[src/rtl/mem_stage.sv]
// Memory pipeline stage: registers the execute-stage bundle, aligns and
// extends load data, selects the final result and presents the writeback
// and forwarding buses. Load data is latched locally when writeback stalls
// because the SRAM read data is only valid for one cycle.
module mem_stage (
    input  logic         clk,
    input  logic         resetn,
    input  logic [308:0] EXE_to_MEM_BUS,
    input  logic         EXE_to_MEM_valid,
    output logic         MEM_allowin,
    input  logic         WB_allowin,
    output logic         MEM_to_WB_valid,
    input  logic [31:0]  data_sram_rdata,
    output logic [198:0] MEM_to_WB_BUS,
    output logic [52:0]  MEM_RF_BUS,
    output logic         mem_ex,
    output logic         mem_ertn,
    input  logic         ertn_flush,
    input  logic         wb_ex
);

    typedef struct packed {
        logic [31:0] pc;
        logic        gr_we;
        logic [4:0]  dest;
        logic [31:0] exe_result;
        logic [31:0] mem_sum;
        logic        mem_en;
        logic [4:0]  load_op;      // {ld_b, ld_h, ld_w, ld_bu, ld_hu}
        logic        rfrom_mem;
        logic [13:0] csr_num;
        logic        csr_we;
        logic [31:0] csr_wvalue;
        logic [31:0] csr_wmask;
        logic        ex;
        logic [14:0] ex_code;
        logic [31:0] ex_vaddr;
        logic        inst_ertn;
        logic        rfrom_cntid;
        logic [63:0] mul_result;
        logic [6:0]  mul_div_op;   // [6] mul_w, [5] mulh_w, [4] mulh_wu
    } exe_bus_t;

    exe_bus_t    bus_q, bus_d;
    logic        mem_valid_q, mem_valid_d;
    logic        rdata_held_q, rdata_held_d;
    logic [31:0] rdata_buf_q, rdata_buf_d;

    logic        flush;
    logic        accept;
    logic [31:0] rdata;
    logic [7:0]  load_byte;
    logic [15:0] load_half;
    logic [31:0] load_result;
    logic [31:0] final_result;
    logic [4:0]  fwd_dest;
    logic        unused_bits;

    // Handshake: the stage never stalls itself, so it only waits on writeback.
    always_comb begin
        flush           = ertn_flush | wb_ex;
        MEM_allowin     = !mem_valid_q || WB_allowin;
        MEM_to_WB_valid = mem_valid_q;
        accept          = EXE_to_MEM_valid && MEM_allowin;
    end

    // Next-state for valid, bus register and the stalled-load data latch.
    always_comb begin
        mem_valid_d  = mem_valid_q;
        bus_d        = bus_q;
        rdata_held_d = rdata_held_q;
        rdata_buf_d  = rdata_buf_q;
        if (flush) begin
            mem_valid_d = 1'b0;
        end else if (MEM_allowin) begin
            mem_valid_d = EXE_to_MEM_valid;
        end
        if (accept) begin
            bus_d = exe_bus_t'(EXE_to_MEM_BUS);
        end
        // Capture only on the first stalled cycle; later cycles see stale SRAM data.
        if (flush || accept) begin
            rdata_held_d = 1'b0;
        end else if (mem_valid_q && bus_q.rfrom_mem && !WB_allowin && !rdata_held_q) begin
            rdata_held_d = 1'b1;
            rdata_buf_d  = data_sram_rdata;
        end
    end

    // Stage registers with synchronous active-low reset.
    always_ff @(posedge clk) begin
        if (!resetn) begin
            mem_valid_q  <= 1'b0;
            bus_q        <= '0;
            rdata_held_q <= 1'b0;
            rdata_buf_q  <= '0;
        end else begin
            mem_valid_q  <= mem_valid_d;
            bus_q        <= bus_d;
            rdata_held_q <= rdata_held_d;
            rdata_buf_q  <= rdata_buf_d;
        end
    end

    // Load alignment/extension and final result selection.
    always_comb begin
        rdata = rdata_held_q ? rdata_buf_q : data_sram_rdata;
        case (bus_q.exe_result[1:0])
            2'd0:    load_byte = rdata[7:0];
            2'd1:    load_byte = rdata[15:8];
            2'd2:    load_byte = rdata[23:16];
            default: load_byte = rdata[31:24];
        endcase
        load_half = bus_q.exe_result[1] ? rdata[31:16] : rdata[15:0];
        if (bus_q.load_op[4]) begin
            load_result = {{24{load_byte[7]}}, load_byte};
        end else if (bus_q.load_op[3]) begin
            load_result = {{16{load_half[15]}}, load_half};
        end else if (bus_q.load_op[1]) begin
            load_result = {24'd0, load_byte};
        end else if (bus_q.load_op[0]) begin
            load_result = {16'd0, load_half};
        end else begin
            load_result = rdata;
        end
        if (bus_q.rfrom_mem) begin
            final_result = load_result;
        end else if (bus_q.mul_div_op[6]) begin
            final_result = bus_q.mul_result[31:0];
        end else if (bus_q.mul_div_op[5] || bus_q.mul_div_op[4]) begin
            final_result = bus_q.mul_result[63:32];
        end else begin
            final_result = bus_q.exe_result;
        end
    end

    // Output buses and status flags.
    always_comb begin
        fwd_dest      = (bus_q.gr_we && mem_valid_q) ? bus_q.dest : 5'd0;
        mem_ex        = bus_q.ex && mem_valid_q;
        mem_ertn      = bus_q.inst_ertn && mem_valid_q;
        MEM_to_WB_BUS = {bus_q.pc, bus_q.gr_we, bus_q.dest, final_result,
                         bus_q.csr_num, bus_q.csr_we, bus_q.csr_wvalue, bus_q.csr_wmask,
                         bus_q.ex, bus_q.ex_code, bus_q.ex_vaddr, bus_q.inst_ertn,
                         bus_q.rfrom_cntid};
        MEM_RF_BUS    = {fwd_dest, final_result, mem_valid_q, bus_q.csr_we, bus_q.csr_num};
        unused_bits   = ^{bus_q.mem_sum, bus_q.mem_en, bus_q.mul_div_op[3:0]};
    end

endmodule

[config.mk]
export PLATFORM = sky130hd
export DESIGN_NAME = mem_stage
export DESIGN_NICKNAME = d
export VERILOG_FILES = /design/src/rtl/mem_stage.sv
export SDC_FILE = /design/constraint.sdc
export NUM_CORES = 1
export LEC_CHECK = 0
export BUFFER_PORTS_ARGS = -buffer_cell sky130_fd_sc_hd__buf_2
export CAP_MARGIN = 5
export CORE_AREA = 4 4 235 237
export DETAILED_ROUTE_END_ITERATION = 16
export DIE_AREA = 0 0 239 241
export HOLD_SLACK_MARGIN = 0.03
export SKIP_CTS_REPAIR_TIMING = 1
export SYNTH_ARGS = -nofsm -noshare
export SYNTH_HDL_FRONTEND = slang
export SYNTH_SLANG_ARGS = --single-unit
[constraint.sdc]
create_clock -name clk -period 2.3 [get_ports clk]
set_clock_uncertainty 0.1 [all_clocks]
set_input_delay 0 -clock clk [delete_from_list [all_inputs] [get_ports clk]]
set_output_delay 0 -clock clk [all_outputs]
set_load 0.01 [all_outputs]
==> impl_metrics.tcl, run 1 <==
set metrics [dict create \
    status "complete, but fails checks" \
    violations "negative setup slack" \
    synth_edf_count 0 \
    core_area_mm2 0.05328 \
    maxSlewHeadroom_pct 55.17 \
    via_per_inst 4.561 \
    cts_tree "yes" \
    critPathArrivalTime_ns 2.51 \
    required_ns 2.20 \
    syn_avg_cell_area_um2 8.562 \
    dpl-instance-area_mm2 0.01732 \
    postSynthCellCount 1769 \
    path_clk_slew_ns 0.05 \
    die_y_um 241 \
    syn-num-nets 2116 \
    worst_slack_ns -0.3142 \
    die-area_mm2 0.05760 \
    final-hold-violation-count 0 \
    nNetsFinal 2753 \
    antenna_found_initial 7 \
    min_period_ns 2.614 \
    synth_area_mm2 0.01515 \
    fillerInstances 5230 \
    antenna_left 0 \
    start_util_pct 28.43 \
    ys_types 41 \
    tightest_slew_ns 0.6680 \
    endpoint_kind "output pin" \
    place.gp.congestion 0.9256 \
    synth_area_leader_cell "dfxtp_1" \
    vias 14290 \
    rows 85 \
    yosys_warnings 0 \
    path_cells "mux2_4 -> mux4_2 -> nand3_4 -> o221ai_4 -> buf_2" \
    grtUsageMet3_pct 5.085 \
    grt_busiest_layer "met2" \
    numCtsBuffers 38 \
    use_met1_pct 19.87 \
    yosys-top-cells-count "nand2_1 (552), dfxtp_1 (305), a21boi_0 (271)" \
    synth_top_area_share_pct 40.31 \
    cp_num_buf_inv 1 \
    synth.most_common_cell "nand2_1" \
    syn_to_final_growth_pct 45.07 \
    wirelength_mm 56.10 \
    seq_area_mm2 0.006117 \
    ios 603 \
    drive_above_1_share_pct 33.00 \
    async_flop_share_pct 0 \
    grt_usage_pct 16.58 \
    synth_seq_area_share_pct 40.31 \
    p_per_area_mw_per_mm2 638.7 \
    leakage_uw 0.009868 \
    synth_ff_type "dfxtp_1" \
    wl_per_cell_um 17.91 \
    dp_hpwl_mm 39.23 \
    grt_pass1_wl_mm 74.05 \
    grt_setup_unrepaired "yes" \
    drcViolationCount 0 \
    die_w_um 239 \
    final.period_utilization_pct 113.7 \
    htree_levels 2 \
    path_max_fanout 8 \
    clock_path_buffers 3 \
    setup_viol 64 \
    grt-ovfl-total 0 \
    multi_input_area_mm2 0.007117 \
    vdd_drop_max_mv 0.5414 \
    ys_ff_latch 305 \
    io_buffers 564 \
    finish.instance_area_mm2 0.02197 \
    dr.pass1.iters 6 \
    slowest_delay_ns 0.61 \
    clk_latency_ns 0.53 \
    grt_max_degree 76 \
    timing.fmax_ghz 0.3825 \
    maxCapViolCount 0 \
    cts_num_sinks 305 \
    path_class "flip-flop to output pin" \
    met2_usage_pct 28.24 \
    synth_area_leaders "dfxtp_1 (40%), nand2_1 (14%), a21boi_0 (13%)" \
    cp_slowest_cell "mux4_2" \
    setup_tns_ns -14.74 \
    final_max_slew_viol_count 0 \
    drt_iter0_markers 805 \
    hold_class "primary input to flip-flop" \
    start_kind "flip-flop" \
    cts_root_buf "clkbuf_16" \
    cp_top_family "multiplexers" \
    grt_pass1_vias 12320 \
]
-- stage by stage --
stage	cells	utilization (%)	hold WS (ns)	power (µW)	setup WS (ns)
finish	3132	41.24	0.1567	14030	-0.3142
global route	3130	41.23	0.1442	14700	-0.4120
CTS	2805	34.74	-0.4515	13780	-0.4593
detailed placement	2741	32.51	0.1571	7943	0.1466
global placement	2741	32.51	0.1494	7910	0.1622
floorplan	1769	-	0.02067	7175	0.2283
-- flip-flops by register name (all words and copies together), names as in the netlist --
| register | flops |
|---|---|
| rdata_held_q | 1 |
| MEM_to_WB_BUS | 152 |
| bus_q | 104 |
| rdata_buf_q | 32 |
| MEM_to_WB_valid | 1 |
| MEM_RF_BUS | 15 |
-- final cells by class --
| type | count | share of cell area, % |
|---|---|---|
| clock buffer | 49 | 4.789 |
| antenna | 6 | 0.06833 |
| tap | 696 | 3.963 |
| multi-input combinational | 1120 | 32.39 |
| inverter | 3 | 0.05125 |
| timing repair buffer | 938 | 30.29 |
| clock inverter | 15 | 0.6093 |
| sequential | 305 | 27.84 |
-- kinds of logic after synthesis --
logic type | Yosys count | share of synthesized area (%)
AOI/OAI and AO/OA | 358 | 17.91
and+or+nand+nor | 620 | 16.42
muxes | 140 | 10.98
buffers and inverters | 346 | 14.37
DFF | 305 | 40.31
-- power breakdown --
part | switching, µW | internal [µW] | leakage, µW
sequential | 172 | 5560 | 0.00251
clock | 2350 | 3350 | 0.000580
combinational | 1300 | 1310 | 0.00678
-- cell usage in the layout (no fill, tap or decap), types with 15 or more instances in the layout --
| master | n |
|---|---|
| a21boi_0 | 271 |
| dlygate4sd3_1 | 311 |
| mux2_2 | 51 |
| a21oi_1 | 23 |
| mux4_2 | 15 |
| nor2b_1 | 33 |
| buf_4 | 46 |
| clkbuf_16 | 38 |
| mux2i_1 | 61 |
| dfxtp_1 | 300 |
| nand2_1 | 550 |
| buf_2 | 559 |
| buf_12 | 17 |
-- layer usage --
| metal | share of wire (%) | vias up | routed length, µm |
|---|---|---|---|
| met5 | 0 | - | 0 |
| met3 | 7.1 | 115 | 4005 |
| li1 | - | 6949 | - |
| met1 | 40 | 6639 | 22550 |
| met4 | 3.5 | 0 | 1966 |
| met2 | 49 | 582 | 27580 |
-- worst min-delay path, cell delays in order --
cell and delay, ns:
dlygate4sd3_1 0.53, buf_2 0.12, nand2_1 0.04, a21boi_0 0.06
-- final timing paths --
path                                           from         endpoint  slack [ns]  cells past startpoint
worst max register to register      MEM_to_WB_valid  MEM_to_WB_valid        0.11                      5
worst min-delay path            EXE_to_MEM_BUS[266]       bus_q[266]        0.16                      4
worst min register to register           bus_q[264]       bus_q[264]        0.36                      2
worst max-delay path                   rdata_held_q   MEM_RF_BUS[44]       -0.31                      5
No activity file was read; power rests on OpenSTA's default activity.
==> run 2: changes to the inputs <==
--- a/config.mk
+++ b/config.mk
@@ -5,11 +5,12 @@
 export SDC_FILE = /design/constraint.sdc
 export NUM_CORES = 1
 export LEC_CHECK = 0
+export ABC_AREA = 1
 export BUFFER_PORTS_ARGS = -buffer_cell sky130_fd_sc_hd__buf_2
 export CAP_MARGIN = 5
-export CORE_AREA = 4 4 235 237
+export CORE_AREA = 4 4 230 232
 export DETAILED_ROUTE_END_ITERATION = 16
-export DIE_AREA = 0 0 239 241
+export DIE_AREA = 0 0 234 236
 export HOLD_SLACK_MARGIN = 0.03
 export SKIP_CTS_REPAIR_TIMING = 1
 export SYNTH_ARGS = -nofsm -noshare
==> run 2 against run 1 <==
Effect of this change:
- the flow still finishes with violations (negative setup slack)
- global-route usage increased by 1.8 points
- clock power increased by 6.0%
- utilization increased by 1.8 points
- combinational power increased by 28%
- first-iteration DRC count increased by 20%
- worst setup slack improved by 0.31 ns
- sequential power increased by 2%
- register-to-register slack improved by 0.05 ns
- flip-flop and latch count unchanged
- routed wire length increased by 5.7%
- cell area decreased by 0.15%
- largest cell class is now buffers
- highest routed layer unchanged
==> impl_metrics.tcl, run 2 <==
set metrics [dict create \
    status "complete, but fails checks" \
    violations "negative setup slack" \
    synth_ff_type "dfxtp_1" \
    dp_hpwl_mm 39.55 \
    cts_tree "yes" \
    synth_edf_count 0 \
    worst_slack_ns -0.001539 \
    place.gp.congestion 0.9069 \
    grt_max_degree 113 \
    antenna_found_initial 3 \
    clk_latency_ns 0.54 \
    timing.critical_path.from "rdata_held_q" \
    cts_num_sinks 305 \
    synthAdderAreaFrac_pct 0 \
    numCtsBuffers 36 \
    critPathArrivalTime_ns 2.20 \
    wl_per_cell_um 17.11 \
    ios 603 \
    drt_iter0_markers 969 \
    required_ns 2.20 \
    wirelength_mm 59.31 \
    grt_pass1_wl_mm 78.98 \
    synth_top_area_share_pct 42.01 \
    core_area_mm2 0.05099 \
    yosys-top-cells-count "nor2_1 (594), o21ai_0 (342), nand2_1 (310)" \
    async_flop_share_pct 0 \
    synth_compound_area_share_pct 15.04 \
    die_y_um 236 \
    yosys_warnings 0 \
    rrSetupSlack_ns 0.16 \
    die_w_um 234 \
    clock_path_buffers 3 \
    syn-num-nets 2441 \
    final_max_slew_viol_count 0 \
    grt_pass1_vias 13110 \
    cts_root_buf "clkbuf_16" \
    nNetsFinal 3108 \
    pre_cts_slack_ns 0.2431 \
    largest_register_ffs 152 \
    hold_class "primary input to flip-flop" \
    final.period_utilization_pct 100.1 \
    io_buffers 564 \
    tightest_slew_ns 0.7176 \
    htree_levels 2 \
    grt_setup_unrepaired "yes" \
    start_kind "flip-flop" \
    synth_xor_area_share_pct 0 \
    syn_to_final_growth_pct 50.96 \
    seq_area_mm2 0.006125 \
    start_util_pct 28.50 \
    grt_usage_pct 18.41 \
    place_inst 3029 \
    synth_top_family_by_area "simple AND/OR/NAND/NOR gates" \
    hp-start "EXE_to_MEM_valid" \
    drive_above_1_share_pct 28.06 \
    p_per_area_mw_per_mm2 693.0 \
    timing.fmax_ghz 0.4345 \
    path_class "flip-flop to output pin" \
    vias 15780 \
    ys_ff_latch 305 \
    via_per_inst 4.550 \
    endpoint "MEM_to_WB_BUS[141]" \
    synth_seq_area_share_pct 42.01 \
    path_clk_slew_ns 0.06 \
    layout_common_cells "nor2_1 (592), buf_2 (536), dlygate4sd3_1 (354)" \
    synth_area_leader_cell "dfxtp_1" \
    synth_area_mm2 0.01453 \
    maxSlewHeadroom_pct 51.95 \
    endpoint_kind "output pin" \
    r2r_end "rdata_buf_q[7]" \
    synth.area.mux_share_pct 0 \
    dr.pass1.iters 5 \
    setup_viol 2 \
    antenna_left 0 \
    synth_simple_gate_area_share_pct 26.16 \
    layout.cells.non_filler 3467 \
    multi_input_area_mm2 0.006312 \
    synth_area_leaders "dfxtp_1 (42%), nor2_1 (15%), o21ai_0 (12%)" \
    holdWs_ns 0.02729 \
    synth.most_common_cell "nor2_1" \
    postSynthCellCount 2094 \
    vdd_drop_max_mv 0.4955 \
    leakage_uw 0.01056 \
    min_period_ns 2.302 \
    syn_avg_cell_area_um2 6.940 \
    fillerInstances 5141 \
    die-area_mm2 0.05522 \
    layout_commonest_cell "nor2_1" \
    reg2reg_depth 8 \
    drcViolationCount 0 \
    maxCapViolCount 0 \
    rows 83 \
    grt-ovfl-total 0 \
    rr_startpoint "MEM_to_WB_valid" \
    path_max_fanout 9 \
    ys_types 29 \
    final-hold-violation-count 0 \
]
[run 2: cell count changes after synthesis, moves of 15 or more]
cell and delta:
a21boi_0 -271, inv_1 +26, mux2_2 -57, mux2i_1 -66, mux4_2 -15, nand2_1 -242, nand3_1 +57, nor2_1 +588
nor2b_1 -33, o211ai_1 +31, o21ai_0 +341
[run 2: worst min path at each step]
stage                      endpoint  slack, ns  cells after the start
CTS                  rdata_buf_q[5]      -0.43                      3
detailed placement   rdata_buf_q[0]       0.15                      3
finish              MEM_to_WB_valid       0.03                      4
global route        MEM_to_WB_valid       0.05                      4
global placement     rdata_buf_q[0]       0.15                      3
floorplan               MEM_allowin       0.03                      2
[run 2: kinds of logic after synthesis]
kind of cell | count (synthesis)
flops | 305
buf+inv | 392
compound gates | 417
simple gates | 980
[run 2: where the power goes]
part	switching [µW]	internal, µW	leakage, µW
sequential	206	5640	0.00253
clock	2380	3660	0.000600
combinational	1790	1540	0.00742
total	4370	10800	0.0106
[run 2: per-stage QoR]
step | TNS (ns) | utilization [%] | power [µW] | cell area [µm²]
floorplan | 0 | - | 7661 | 14530
CTS | -16.78 | 34.63 | 14560 | 17660
global route | -2.906 | 43.02 | 15900 | 21940
global placement | 0 | 32.25 | 8472 | 16440
finish | -0.002997 | 43.03 | 15200 | 21940
detailed placement | 0 | 32.25 | 8489 | 16440
[run 2: worst max-delay path: stages (launching register included)]
cell and delay, ns:
dfxtp_4 0.42, inv_8 0.07, nand2_1 0.07, nand2_2 0.07, nand2_1 0.09, nand4_1 0.16, buf_4 0.20, nand2_8 0.10
buf_6 0.13, nand2_1 0.05, nand2_1 0.07, nand2_2 0.06, buf_2 0.16
[run 2: metal layers]
metal / up-vias / routed length, µm / track usage, % / share of wire (%)
met5: - / 0 / 0 / 0
met4: 0 / 1651 / 5.834 / 2.8
met3: 117 / 3390 / 4.372 / 5.7
met2: 518 / 29380 / 30.39 / 50
met1: 7309 / 24880 / 23.71 / 42
li1: 7832 / - / - / -
[run 2: area by class of cell]
| type | instances | share of cell area [%] |
|---|---|---|
| repair buffers | 982 | 33.11 |
| multi-input cells | 1399 | 28.77 |
| flip-flops and latches | 305 | 27.92 |
| clock buffers | 46 | 4.603 |
| well taps | 680 | 3.878 |
| clock inverters | 14 | 0.9353 |
| inverters | 37 | 0.7357 |
| diodes | 4 | 0.04563 |
==> run 3: changes to the inputs <==
--- a/config.mk
+++ b/config.mk
@@ -12,6 +12,7 @@
 export DETAILED_ROUTE_END_ITERATION = 16
 export DIE_AREA = 0 0 234 236
 export HOLD_SLACK_MARGIN = 0.03
+export SETUP_SLACK_MARGIN = 0.1
 export SKIP_CTS_REPAIR_TIMING = 1
 export SYNTH_ARGS = -nofsm -noshare
 export SYNTH_HDL_FRONTEND = slang
==> run 3 against run 2 <==
Effect of this change:
- the run now ends clean
- die area unchanged
- highest routed layer unchanged
- sequential power about the same
- routed wire length decreased by 0.30%
- critical path type unchanged
- largest power group unchanged
- maximum frequency increased by 0.42%
- final cell count about the same
- sequential share of layout area about the same
- flip-flop and latch count unchanged
==> impl_metrics.tcl, run 3 (synthesis results as in run 2) <==
set metrics [dict create \
    grt_pass1_wl_mm 78.98 \
    seq_area_mm2 0.006125 \
    rrSetupSlack_ns 0.19 \
    htree_levels 2 \
    holdWs_ns 0.01645 \
    die_y_um 236 \
    switching_share_pct 28.72 \
    tightest_slew_ns 0.7196 \
    critPathArrivalTime_ns 2.19 \
    clkPwrFrac_pct 39.6 \
    dpl-instance-area_mm2 0.01644 \
    comb_power_share_pct 22.0 \
    endpoint_kind "output pin" \
    met3WireLength_mm 3.369 \
    place.gp.congestion 0.9069 \
    hold_depth 4 \
    grt_usage_pct 18.41 \
    antenna_found_initial 3 \
    cts_tree "yes" \
    rr_startpoint "MEM_to_WB_valid" \
    grt-ovfl-total 0 \
    leakage_uw 0.01055 \
    core_area_mm2 0.05099 \
    layout_commonest_cell "nor2_1" \
    setup_tns_ns 0 \
    p_seq_share_pct 38.4 \
    maxCapViolCount 0 \
    fillerInstances 5117 \
    cts_num_sinks 305 \
    via_per_inst 4.546 \
    timing.fmax_ghz 0.4363 \
    antenna_left 0 \
    vias 15750 \
    io_buffers 564 \
    layout_common_cells "nor2_1 (592), buf_2 (532), dlygate4sd3_1 (351)" \
    timing.critical_path.from "rdata_held_q" \
    final_max_slew_viol_count 0 \
    cts_root_buf "clkbuf_16" \
    vdd_drop_max_mv 0.4999 \
    rows 83 \
    largest_register_ffs 152 \
    clock_path_buffers 3 \
    grt_max_degree 113 \
    die_w_um 234 \
    r2r_end "MEM_to_WB_BUS[181]" \
    final.period_utilization_pct 99.65 \
    ios 603 \
    syn_to_final_growth_pct 51.07 \
    start_util_pct 28.50 \
    wl_per_cell_um 17.07 \
    wirelength_mm 59.13 \
    dr_wl_met2_mm 29.30 \
    path_max_fanout 9 \
    clk_latency_ns 0.54 \
    maxSlewHeadroom_pct 51.81 \
    drt_iter0_markers 985 \
    path_class "flip-flop to output pin" \
    min_period_ns 2.292 \
    p_per_area_mw_per_mm2 693.0 \
    top_layer "met4" \
    finish.instance_area_mm2 0.02195 \
    dr.pass1.iters 7 \
    endpoint "MEM_to_WB_BUS[141]" \
    final-hold-violation-count 0 \
    hold_class "primary input to flip-flop" \
    nNetsFinal 3106 \
    multi_input_area_mm2 0.006325 \
    p_int_uw 10840 \
    reg2reg_depth 6 \
    grt_pass1_vias 13110 \
    numCtsBuffers 36 \
    die-area_mm2 0.05522 \
    dp_hpwl_mm 39.55 \
    required_ns 2.20 \
    wl_met1_mm 24.70 \
    path_clk_slew_ns 0.06 \
    drcViolationCount 0 \
    drive_above_1_share_pct 28.16 \
    setup_viol 0 \
    start_kind "flip-flop" \
    switchingPower_uw 4370 \
    grt_setup_unrepaired "yes" \
    status "completed" \
]
==> run 3: worst min-delay path by stage <==
stage | start | end | slack [ns]
floorplan | WB_allowin | MEM_allowin | 0.03
global placement | data_sram_rdata[0] | rdata_buf_q[0] | 0.15
global route | EXE_to_MEM_valid | MEM_to_WB_valid | 0.05
CTS | data_sram_rdata[5] | rdata_buf_q[5] | -0.43
detailed placement | data_sram_rdata[0] | rdata_buf_q[0] | 0.15
finish | EXE_to_MEM_valid | MEM_to_WB_valid | 0.02
==> run 3: stage by stage <==
| step | setup slack (ns) | std cells | power [µW] | util, % |
|---|---|---|---|---|
| after floorplan | 0.7969 | 2094 | 7661 | - |
| after global placement | 0.2428 | 3029 | 8472 | 32.25 |
| after detailed placement | 0.2431 | 3029 | 8489 | 32.25 |
| after CTS | -0.3528 | 3089 | 14560 | 34.63 |
| after global routing | -0.1098 | 3464 | 15910 | 43.05 |
| final | 0.008063 | 3465 | 15210 | 43.06 |
==> run 3: routing by layer <==
layer | GRT usage (%) | up-vias
met3 | 4.372 | 125
met2 | 30.39 | 506
met5 | 0 | -
met4 | 5.834 | 0
li1 | - | 7834
met1 | 23.71 | 7287
==> run 3: power by group through the flow <==
stage	logic (µW)	registers, µW	clock network (µW)
finish	3350	5840	6030
global route	3660	5880	6370
CTS	2550	5830	6180
detailed placement	2540	5950	0
global placement	2540	5930	0
floorplan	1770	5890	0
==> run 3: area by class of cell <==
cell class,instances,share of cell area (%)
Timing Repair Buffer,980,33.12
Multi-Input combinational cell,1399,28.81
Sequential cell,305,27.90
Clock buffer,46,4.599
Tap cell,680,3.875
Clock inverter,14,0.9346
Inverter,37,0.7238
Antenna cell,4,0.04559
==> run 3: critical path, cell delays in order (launching register included) <==
cell and delay (ns):
dfxtp_4 0.42, inv_8 0.07, nand2_1 0.07, nand2_2 0.07, nand2_1 0.09, nand4_1 0.15, buf_4 0.20, nand2_8 0.10
buf_6 0.13, nand2_1 0.05, nand2_1 0.07, nand2_2 0.06, buf_2 0.16
